### src/rtl/uart_rx_ctrl.sv
// ---------------------------------------------------------------------------
// uart_rx_ctrl
//
// Receive control stage of the UART receiver. Synchronizes the raw serial
// line, detects the start of a frame, runs the external bit timer, shifts in
// 8 data bits (LSB first) plus the stop bit on the timer's shift_enable
// pulses, checks framing and holds the received byte in a one-deep output
// buffer with a ready/read handshake and an overrun flag.
//
// Ports:
//   clk           in   system clock, rising edge
//   n_rst         in   asynchronous active-low reset
//   serial_in     in   raw UART line (asynchronous, idles high)
//   shift_enable  in   timer pulse at the middle of each bit
//   packet_done   in   timer pulse after the 9th shift_enable
//   enable_timer  out  runs the bit timer; low also clears it
//   data_read     in   consumer acknowledge of the buffered byte
//   rx_data       out  last good received byte
//   data_ready    out  rx_data holds an unread byte
//   overrun_error out  an unread byte was overwritten
//   framing_error out  stop bit of the last frame sampled 0
//
// Build option:
//   UART_RX_GLITCH_FILTER_EN  when defined, a start requires the synchronized
//   line to be low for 3 consecutive clocks after a high, so shorter pulses
//   are rejected (start latency 5 clocks instead of 3).
// ---------------------------------------------------------------------------
module uart_rx_ctrl (
  input  logic       clk,
  input  logic       n_rst,
  input  logic       serial_in,
  input  logic       shift_enable,
  input  logic       packet_done,
  output logic       enable_timer,
  input  logic       data_read,
  output logic [7:0] rx_data,
  output logic       data_ready,
  output logic       overrun_error,
  output logic       framing_error
);

  localparam logic [1:0] IDLE    = 2'd0;
  localparam logic [1:0] RECEIVE = 2'd1;
  localparam logic [1:0] CHECK   = 2'd2;
  localparam logic [1:0] LOAD    = 2'd3;

  logic [1:0] state;
  logic [1:0] next_state;
  logic       sync_1;
  logic       line;
  logic       start_cond;
  logic [8:0] sr;

  // Two-flop synchronizer; both stages reset to the idle (high) level so
  // reset release never looks like a start bit.
  always_ff @(posedge clk or negedge n_rst) begin
    if (!n_rst) begin
      sync_1 <= 1'b1;
      line   <= 1'b1;
    end else begin
      sync_1 <= serial_in;
      line   <= sync_1;
    end
  end

`ifdef UART_RX_GLITCH_FILTER_EN
  logic [1:0] low_cnt;

  // Counts consecutive low clocks of the synchronized line, saturating at 3
  // so a line held low (break) cannot retrigger a start.
  always_ff @(posedge clk or negedge n_rst) begin
    if (!n_rst) begin
      low_cnt <= 2'd0;
    end else if (line) begin
      low_cnt <= 2'd0;
    end else if (low_cnt != 2'd3) begin
      low_cnt <= low_cnt + 2'd1;
    end
  end

  // Third consecutive low clock: two lows already counted and line still low.
  assign start_cond = !line && (low_cnt == 2'd2);
`else
  logic line_d;

  // Delayed copy of the synchronized line for falling-edge detection.
  always_ff @(posedge clk or negedge n_rst) begin
    if (!n_rst) begin
      line_d <= 1'b1;
    end else begin
      line_d <= line;
    end
  end

  assign start_cond = line_d && !line;
`endif

  // Next-state logic. Timer pulses only matter in RECEIVE and start
  // conditions only in IDLE.
  always_comb begin
    next_state = state;
    case (state)
      IDLE:    if (start_cond) next_state = RECEIVE;
      RECEIVE: if (packet_done) next_state = CHECK;
      CHECK:   next_state = sr[8] ? LOAD : IDLE;
      LOAD:    next_state = IDLE;
      default: next_state = IDLE;
    endcase
  end

  // State register; enable_timer is registered from the next state so it
  // is a clean flop output that is high exactly while in RECEIVE.
  always_ff @(posedge clk or negedge n_rst) begin
    if (!n_rst) begin
      state        <= IDLE;
      enable_timer <= 1'b0;
    end else begin
      state        <= next_state;
      enable_timer <= (next_state == RECEIVE);
    end
  end

  // Shift register: preset to all ones at the start of a frame, then shifts
  // right so the first sampled bit ends in sr[0] and the stop bit in sr[8].
  always_ff @(posedge clk or negedge n_rst) begin
    if (!n_rst) begin
      sr <= 9'h1FF;
    end else if (state == IDLE && start_cond) begin
      sr <= 9'h1FF;
    end else if (state == RECEIVE && shift_enable) begin
      sr <= {line, sr[8:1]};
    end
  end

  // Framing flag is cleared when a new frame starts and set when the stop
  // bit of a frame is found low.
  always_ff @(posedge clk or negedge n_rst) begin
    if (!n_rst) begin
      framing_error <= 1'b0;
    end else if (state == IDLE && start_cond) begin
      framing_error <= 1'b0;
    end else if (state == CHECK && !sr[8]) begin
      framing_error <= 1'b1;
    end
  end

  // Output buffer. In LOAD the new byte always wins over a simultaneous
  // read: data_ready stays set, and a read in that cycle counts as having
  // consumed the old byte so overrun is cleared rather than set.
  always_ff @(posedge clk or negedge n_rst) begin
    if (!n_rst) begin
      rx_data       <= 8'h00;
      data_ready    <= 1'b0;
      overrun_error <= 1'b0;
    end else if (state == LOAD) begin
      rx_data    <= sr[7:0];
      data_ready <= 1'b1;
      if (data_read) begin
        overrun_error <= 1'b0;
      end else if (data_ready) begin
        overrun_error <= 1'b1;
      end
    end else if (data_read) begin
      data_ready    <= 1'b0;
      overrun_error <= 1'b0;
    end
  end

endmodule

### config.mk
export PLATFORM = sky130hd
export DESIGN_NAME = uart_rx_ctrl
export DESIGN_NICKNAME = d
export VERILOG_FILES = /design/src/rtl/uart_rx_ctrl.sv
export SDC_FILE = /design/constraint.sdc
export NUM_CORES = 1
export LEC_CHECK = 0
export CAP_MARGIN = 20
export CORE_MARGIN = 2
export CORE_UTILIZATION = 54
export CTS_CLUSTER_DIAMETER = 200
export DETAILED_ROUTE_END_ITERATION = 7
export PLACE_DENSITY = 0.81
export SLEW_MARGIN = 20
export SYNTH_ARGS = -nofsm -noshare
export SYNTH_HDL_FRONTEND = slang
export SYNTH_SLANG_ARGS = --single-unit
### constraint.sdc
create_clock -name clk -period 3.6 [get_ports clk]
set_input_delay 0.36 -clock clk [delete_from_list [all_inputs] [get_ports clk]]
set_output_delay 0.36 -clock clk [all_outputs]
set_load 0.01 [all_outputs]
# Word level (Yosys, flattened, before mapping)
# Index checks and enable logic that the tools add are counted.
[totals] regBits=26 input_bits=6 output_inout_bits=12 wordCells=39
[op_classes] eq_ne=4 muxes=13 n_reduce_logical=12
[ops] cell="2-to-1 mux 9 bit" count=2
[ops] cell="one-hot mux 2 bit (4 select lines)" count=1
[ops] cell="nonzero test 2 bit" count=4
[ops] cell="2-to-1 mux 1 bit" count=7
[ops] cell="2-to-1 mux 2 bit" count=3
[ops] cell="equality test 2 x 1 -> 1 bit, second input constant" count=2
[ops] cell="equality test 2 bit, second input constant" count=2
[ops] cell="logical AND 1 bit" count=4
[ops] cell="zero test 1 bit" count=2
[ops] cell="zero test 2 bit" count=1
[ops] cell="AND reduction 2 bit" count=1

# Logic depth before layout (Yosys ltp)
# Gate-level depths: netlist of run 1.
[depth] ltp_word=5 ltp_mapped=3

# Least setup slack after synthesis of run 1
# No wires, ideal clock.
[synth_path] path_type="register to register" startpoint="register state[1]" endpoint="register sr[0]" setup_time_ps=78 arrival_ps=1254 t_required_ps=3522 setup_slack_ps=2268 stages_incl_launch_ff=4 n_path_buf=1 period_less_slack_ps=1332 path_cell_list="dfrtp_1 > or4b_4 > buf_6 > a31oi_1"
[synth_between] elab_chain_cells=3
[synth_rtl] element="start, declared" line_no="47" rtl="logic [1:0] state;"
[synth_rtl] element="start signal, assigned" line_no="118" rtl="state <= next_state;"
[synth_rtl] element="equality test 2 x 1 -> 1 bit or zero test 2 bit (tied branches)" line_no="130, 128"
[synth_rtl] element="logical AND 1 bit (on tied branches)" line_no="130, 128"
[synth_rtl] element="nonzero test 2 bit (no source line) or 2-to-1 mux 9 bit (tied branches)"
[synth_rtl] element="end signal, assigned" line_no="131" rtl="sr <= {line, sr[8:1]};"
[synth_rtl] element="end, declared" line_no="52" rtl="logic [8:0] sr;"
# Several ways; a longest one is shown, not always the timed one.
# A chain may end at the register's enable or synchronous reset.

# Worst setup path in the final report of run 1
[layout_path] startpoint="register state[0]" endpoint="register framing_error"
[layout_between] elab_chain_cells=3
[layout_rtl] element="equality test 2 bit or zero test 2 bit (tied branches)" line_no="142, 140"
[layout_rtl] element="logical AND 1 bit (on tied branches)" line_no="142, 140"
[layout_rtl] element="nonzero test 2 bit (no source line) or 2-to-1 mux 1 bit (tied branches)"
[layout_rtl] element="end signal, assigned" line_no="139" rtl="framing_error <= 1'b0;"
[layout_rtl] element="end signal, assigned" line_no="141" rtl="framing_error <= 1'b0;"
[layout_rtl] element="end signal, assigned" line_no="143" rtl="framing_error <= 1'b1;"
[layout_rtl] element="end, declared" line_no="39" rtl="output logic framing_error"
# Several ways; a longest one is shown, not always the timed one.

==> flow_summary.yaml, run 1 <==
drt:
  wirelength_um: 1700
  viasPerCell: 5.47
  drc: 0
  wire_per_inst_um: 13.6
  firstDrtPassIters: 4
  vias: 684
  final_antenna_net_count: 0
  drtIter0Drc: 6
power:
  peakVddDrop_uv: 392
  netSwitchingFraction_pct: 31.0
  p_per_area_mw_per_mm2: 784
  pwr-share-seq_pct: 53.3
  total_power_mw: 1.00
  clockPowerShare_pct: 14.0
  pwr-share-comb_pct: 32.7
  leakagePower_nw: 0.541
  p_sw_mw: 0.311
  p_int_mw: 0.691
min_path:
  hold_path.class: "input pin to async pin"
clocking:
  cts.htree.levels: 1
  postCtsHoldBufs: 0
  cts_setup_buffers: 0
  cts_sinks: 26
  root_buffer: "clkbuf_4"
  cts_tree: "yes"
  clk_latency_ns: 0.31
  cts_buffers: 3
  clkTransAtPathRegs_ns: 0.13
  cts_resized: 0
  cts_buffer_depth: 2
timing:
  fin_ws_ns: 1.99
  setup_violations: 0
  rsz0062_at_grt: "false"
  final.setup.tns_ns: 0
  fmax_mhz: 620
  hold_viol: 0
  period_minus_slack_ns: 1.61
  tightestPinTransition_ns: 0.535
  finalCritPeriodShare_pct: 44.8
  clock_skew_ns: 0.00256
  slew-limit-headroom_pct: 64.3
  finalMaxSlewViolations: 0
worst_setup_path:
  critPathArrivalTime_ns: 1.82
  critPathMaxFanout: 17
  cp-end-kind: "register"
  required_ns: 3.81
  reg2reg_slack_ns: 1.99
  crit_chain: "or4b_4 > a32o_1"
  cp-start-kind: "register"
  cpMaxStageDelayCell: "or4b_4"
  setup.worst_path.class: "register to register"
  max_stage_delay_ns: 0.68
synthesis:
  synthDistinctLibCells: 19
  ys_seq_area_share_pct: 62.5
  synth_area_leaders: "dfrtp_1 33%, dfstp_2 30%, mux2_2 8.5%"
  netlist.area_leader.share_pct: 32.9
  synth_seq_cells: 26
  synth_nets: 87
  synth_area_per_cell_um2: 13.1
  yosysTopAreaCell: "dfrtp_1"
  syn_area_mm2: 0.00106
  yosys_warnings: 0
  synth_cells: 81
cells_and_area:
  area_growth_pct: 20.0
  drive_gt1_share_pct: 28.6
  finalNetCount: 105
  diodes: 0
  fillers: 143
placed_design:
  dp_slack_ns: 1.88
  dp_hpwl_um: 1180
  port_buffers: 17
  place.gp.congestion: 0.727
global_route:
  overflow: 0
  grt_first_pass_wirelength_um: 3090
  track_usage_pct: 16.8
  antenna_found_initial: 0
  grt_max_degree: 27
  grt_pass1_vias: 700
run_status:
  outcome: "finished, final reports clean"
floorplanning:
  initial_utilization_pct: 56.0
  dieWidth_um: 48.4
  row_count: 16
  ioPinCount: 18
  chipHeight_um: 48.4
  dieArea_mm2: 0.00234
  core_mm2: 0.00190
flow_run:
  cap_violations: 0
## stage by stage
step	hold slack (ns)	cells	area, µm²	util (%)
3_5_place_dp	0.350	121	1250	65.5
6_report	0.0106	125	1280	67.2
3_3_place_gp	0.345	121	1250	65.5
5_1_grt	0.0314	125	1280	67.2
4_1_cts	0.369	125	1280	67.4
2_1_floorplan	0.0644	81	1060	-
## synth_stat cells
cell type and number:
or4b_4 1, mux2_2 8, nor4bb_1 3, nand2b_1 1, nand4b_1 4, nand3b_1 2
o21ai_0 3, a31oi_1 6, clkbuf_1 3, buf_6 1, a32o_1 1, nand2_1 1
and3b_1 1, o211ai_1 5, dfstp_2 12, nor2_1 1, and4bb_2 2, dfrtp_1 14
inv_1 12
## final timing paths
path,start,to,depth (start not counted)
min reg2reg,sync_1$_DFF_PN1_,line$_DFF_PN1_,0
min in group clk,sync_1$_DFF_PN1_,line$_DFF_PN1_,0
max reg2reg,state[0]$_DFF_PN0_,framing_error$_DFFE_PN0P_,2
max,state[0]$_DFF_PN0_,framing_error$_DFFE_PN0P_,2
max in group asynchronous,n_rst,sr[4]$_DFFE_PN1P_,1
min,n_rst,rx_data[0]$_DFFE_PN0P_,1
## worst max-delay path, delay by kind of cell, from the launching register on
family           cells  cell delay, ns
AO/OA/AOI/OAI        1            0.26
AND/OR/NAND/NOR      1            0.68
flip-flops           1            0.58
## power by group through the flow
stage	Sequential [mW]	Clock, mW	Combinational (mW)
after floorplan	0.521	0	0.198
after global placement	0.532	0	0.324
after detailed placement	0.542	0	0.330
after CTS	0.535	0.145	0.333
after global routing	0.554	0.162	0.358
final	0.534	0.140	0.328
## layout by cell type, fill, tap and decap left out
cell,n
a31oi_1,6
buf_2,1
clkbuf_8,1
nor4bb_1,3
clkbuf_4,3
and4bb_2,2
dfstp_2,12
clkdlybuf4s50_1,16
nand2_1,1
nand4b_1,4
nand3b_1,2
a32o_1,1
and3b_1,1
inv_1,12
dfrtp_1,14
nor2_1,1
o211ai_1,5
or4b_4,1
o21ai_0,3
mux2_2,8
nand2b_1,1
## routing by layer
layer,track usage [%],routed length (µm)
met5,0,0
met4,6.19,0
met3,3.09,67
met2,27.8,863
met1,22.3,771
## logic make-up (layout without fill, tap and decap cells)
logic type / count (synthesis) / count (layout) / synth area share [%]
buffers and inverters: 16 / 33 / 6.35
multiplexers: 8 / 8 / 8.46
AO/OA/AOI/OAI: 15 / 15 / 9.40
flip-flops: 26 / 26 / 62.5
AND/OR/NAND/NOR: 16 / 16 / 13.3
## layout make-up
cell class / count / area, µm² / share of cell area [%]
repair buffers: 17 / 165 / 12.9
inverters: 12 / 45.0 / 3.53
well taps: 27 / 33.8 / 2.64
clock buffers: 4 / 36.3 / 2.84
multi-input cells: 39 / 332 / 26.0
flip-flops and latches: 26 / 666 / 52.1
## state kept, by name, summed over array words and instances, names as in the netlist
register / count
line: 1
data_ready: 1
line_d: 1
sync_1: 1
overrun_error: 1
rx_data: 8
sr: 9
framing_error: 1
enable_timer: 1
state: 2
Note: power is estimated with default switching activity, not from simulation.
==> run 2: changes to the inputs <==
--- a/config.mk
+++ b/config.mk
@@ -7,10 +7,10 @@
 export LEC_CHECK = 0
 export CAP_MARGIN = 20
 export CORE_MARGIN = 2
-export CORE_UTILIZATION = 54
+export CORE_UTILIZATION = 45
 export CTS_CLUSTER_DIAMETER = 200
 export DETAILED_ROUTE_END_ITERATION = 7
-export PLACE_DENSITY = 0.81
+export PLACE_DENSITY = 0.72
 export SLEW_MARGIN = 20
 export SYNTH_ARGS = -nofsm -noshare
 export SYNTH_HDL_FRONTEND = slang
==> constraint.sdc (replaced) <==
create_clock -name clk -period 1.4 [get_ports clk]
set_input_delay 0.14 -clock clk [delete_from_list [all_inputs] [get_ports clk]]
set_output_delay 0.14 -clock clk [all_outputs]
set_load 0.01 [all_outputs]
==> flow_summary.yaml, run 2 (synthesized netlist as in run 1, its figures left out) <==
floorplanning:
  ioPinCount: 18
  dieWidth_um: 52.6
  initial_utilization_pct: 47.7
  core_mm2: 0.00223
  row_count: 17
  dieArea_mm2: 0.00277
  chipHeight_um: 52.6
global_route:
  grt_pass1_vias: 686
  track_usage_pct: 15.4
  antenna_found_initial: 0
  overflow: 0
  grt_first_pass_wirelength_um: 3140
  grt_max_degree: 27
worst_setup_path:
  critPathArrivalTime_ns: 1.61
  setup.worst_path.class: "register to register"
  cp-end-kind: "register"
  r2r-end: "sr[2]$_DFFE_PN1P_"
  cpMaxStageDelayCell: "dfstp_2"
  critPathMaxFanout: 7
  max_stage_delay_ns: 0.53
  required_ns: 1.64
  reg2reg_slack_ns: 0.03
  reg2reg_from: "line_d$_DFF_PN1_"
  cp-start-kind: "register"
  crit_chain: "or4b_4 > buf_12 > o211ai_1"
  r2r_cells: 3
  cp-startpoint: "line_d$_DFF_PN1_"
timing:
  hold_viol: 0
  rsz0062_at_grt: "true"
  slew-limit-headroom_pct: 76.4
  final.setup.tns_ns: 0
  setup_violations: 0
  finalMaxSlewViolations: 0
  tightestPinTransition_ns: 0.353
  period_minus_slack_ns: 1.37
  fmax_mhz: 731
  clock_skew_ns: 0.00351
  finalCritPeriodShare_pct: 97.8
drt:
  final_antenna_net_count: 0
  viasPerCell: 5.33
  wirelength_um: 1850
  firstDrtPassIters: 4
  wl_met1_um: 887
  drtIter0Drc: 17
  wl_met2_um: 863
  wire_per_inst_um: 13.7
  wl_met3_um: 89
  top_layer: "met4"
  drc: 0
  vias: 720
placed_design:
  place.gp.congestion: 0.722
  dp_hpwl_um: 1240
  port_buffers: 17
clocking:
  clkTransAtPathRegs_ns: 0.14
  cts_buffer_depth: 2
  cts.htree.levels: 1
  clk_latency_ns: 0.31
  cts_buffers: 3
  root_buffer: "clkbuf_4"
  cts_sinks: 26
  cts_tree: "yes"
cells_and_area:
  largest_register: "sr"
  fillers: 170
  final_common_cell: "dfrtp_1"
  drive_gt1_share_pct: 33.6
  mostFrequentLayoutCells: "14 x dfrtp_1, 12 x inv_1, 12 x dfstp_2"
  regArea_um2: 666
  area_growth_pct: 32.1
  diodes: 0
  largest_registers: "sr: 9 flops, rx_data: 8 flops, state: 2 flops"
  finalNetCount: 114
  multi_input_area_um2: 332
  largest_reg_flops: 9
power:
  pwr-share-comb_pct: 38.0
  total_power_mw: 2.87
  pwr-share-seq_pct: 44.6
  p_int_mw: 2.03
  peakVddDrop_uv: 1310
  leakagePower_nw: 0.646
  netSwitchingFraction_pct: 29.4
  p_sw_mw: 0.843
  clockPowerShare_pct: 17.5
  p_per_area_mw_per_mm2: 2040
flow_run:
  cap_violations: 0
run_status:
  outcome: "finished, final reports clean"
min_path:
  hold_path.class: "input pin to async pin"
-- run 2: cell count changes in the layout (fill, tap and decap cells not counted) --
cell             delta
buf_12              +2
dlygate4sd2_1       +1
clkdlybuf4s50_1     -6
bufinv_16           +1
clkbuf_8            -1
buf_4               +7
dlymetal6s2s_1      +6
buf_2               -1
-- run 2: power groups by stage --
stage	Sequential, mW	Clock (mW)	Combinational, mW
after floorplan	1.34	0	0.510
after global placement	1.29	0	1.05
after detailed placement	1.30	0	1.06
after CTS	1.28	0.513	1.08
after global routing	1.32	0.546	1.20
final	1.28	0.502	1.09
-- run 2: cell type report --
class,instances,area share (%)
Clock buffer,3,1.60
Timing Repair Buffer,26,19.7
Clock inverter,1,2.14
Inverter,12,3.20
Tap cell,28,2.49
Multi-Input combinational cell,39,23.6
Sequential cell,26,47.3
-- run 2: per-layer routing --
layer / vias to the layer above / global-route usage (%)
met5: - / 0
met4: 0 / 5.13
met3: 2 / 2.57
met2: 18 / 25.4
met1: 354 / 20.4
li1: 346 / -
-- run 2: how the worst max path moves through the flow --
stage,cells after the start,to
CTS,1,data_ready
global placement,2,framing_error$_DFFE_PN0P_
global route,3,sr[5]$_DFFE_PN1P_
detailed placement,2,framing_error$_DFFE_PN0P_
finish,3,sr[2]$_DFFE_PN1P_
floorplan,3,sr[0]$_DFFE_PN1P_
-- run 2: what timing repair did --
action,CTS,global route
pin swaps,0,1
cloned,0,0
endpoints found under the setup margin,2,10
hold buffers,0,0
resized for setup,1,6
buffers inserted,1,2
-- run 2: worst max-delay path: cells and delay by family (launching register included) --
family,cells,cell delay (ns)
compound gates,1,0.08
buf+inv,1,0.16
flops,1,0.53
simple gates,1,0.52
-- run 2: per-stage QoR --
stage / hold WS, ns / setup slack [ns] / instances / cell area, µm² / util (%)
after CTS: 0.179 / 0.0205 / 133 / 1380 / 61.6
after detailed placement: 0.348 / 0.0361 / 128 / 1320 / 59.0
after global routing: 0.178 / -0.0130 / 135 / 1410 / 63.0
after floorplan: -0.156 / 0.0684 / 81 / 1060 / -
after global placement: 0.348 / 0.0505 / 128 / 1320 / 59.0
final: 0.170 / 0.0311 / 135 / 1410 / 63.0
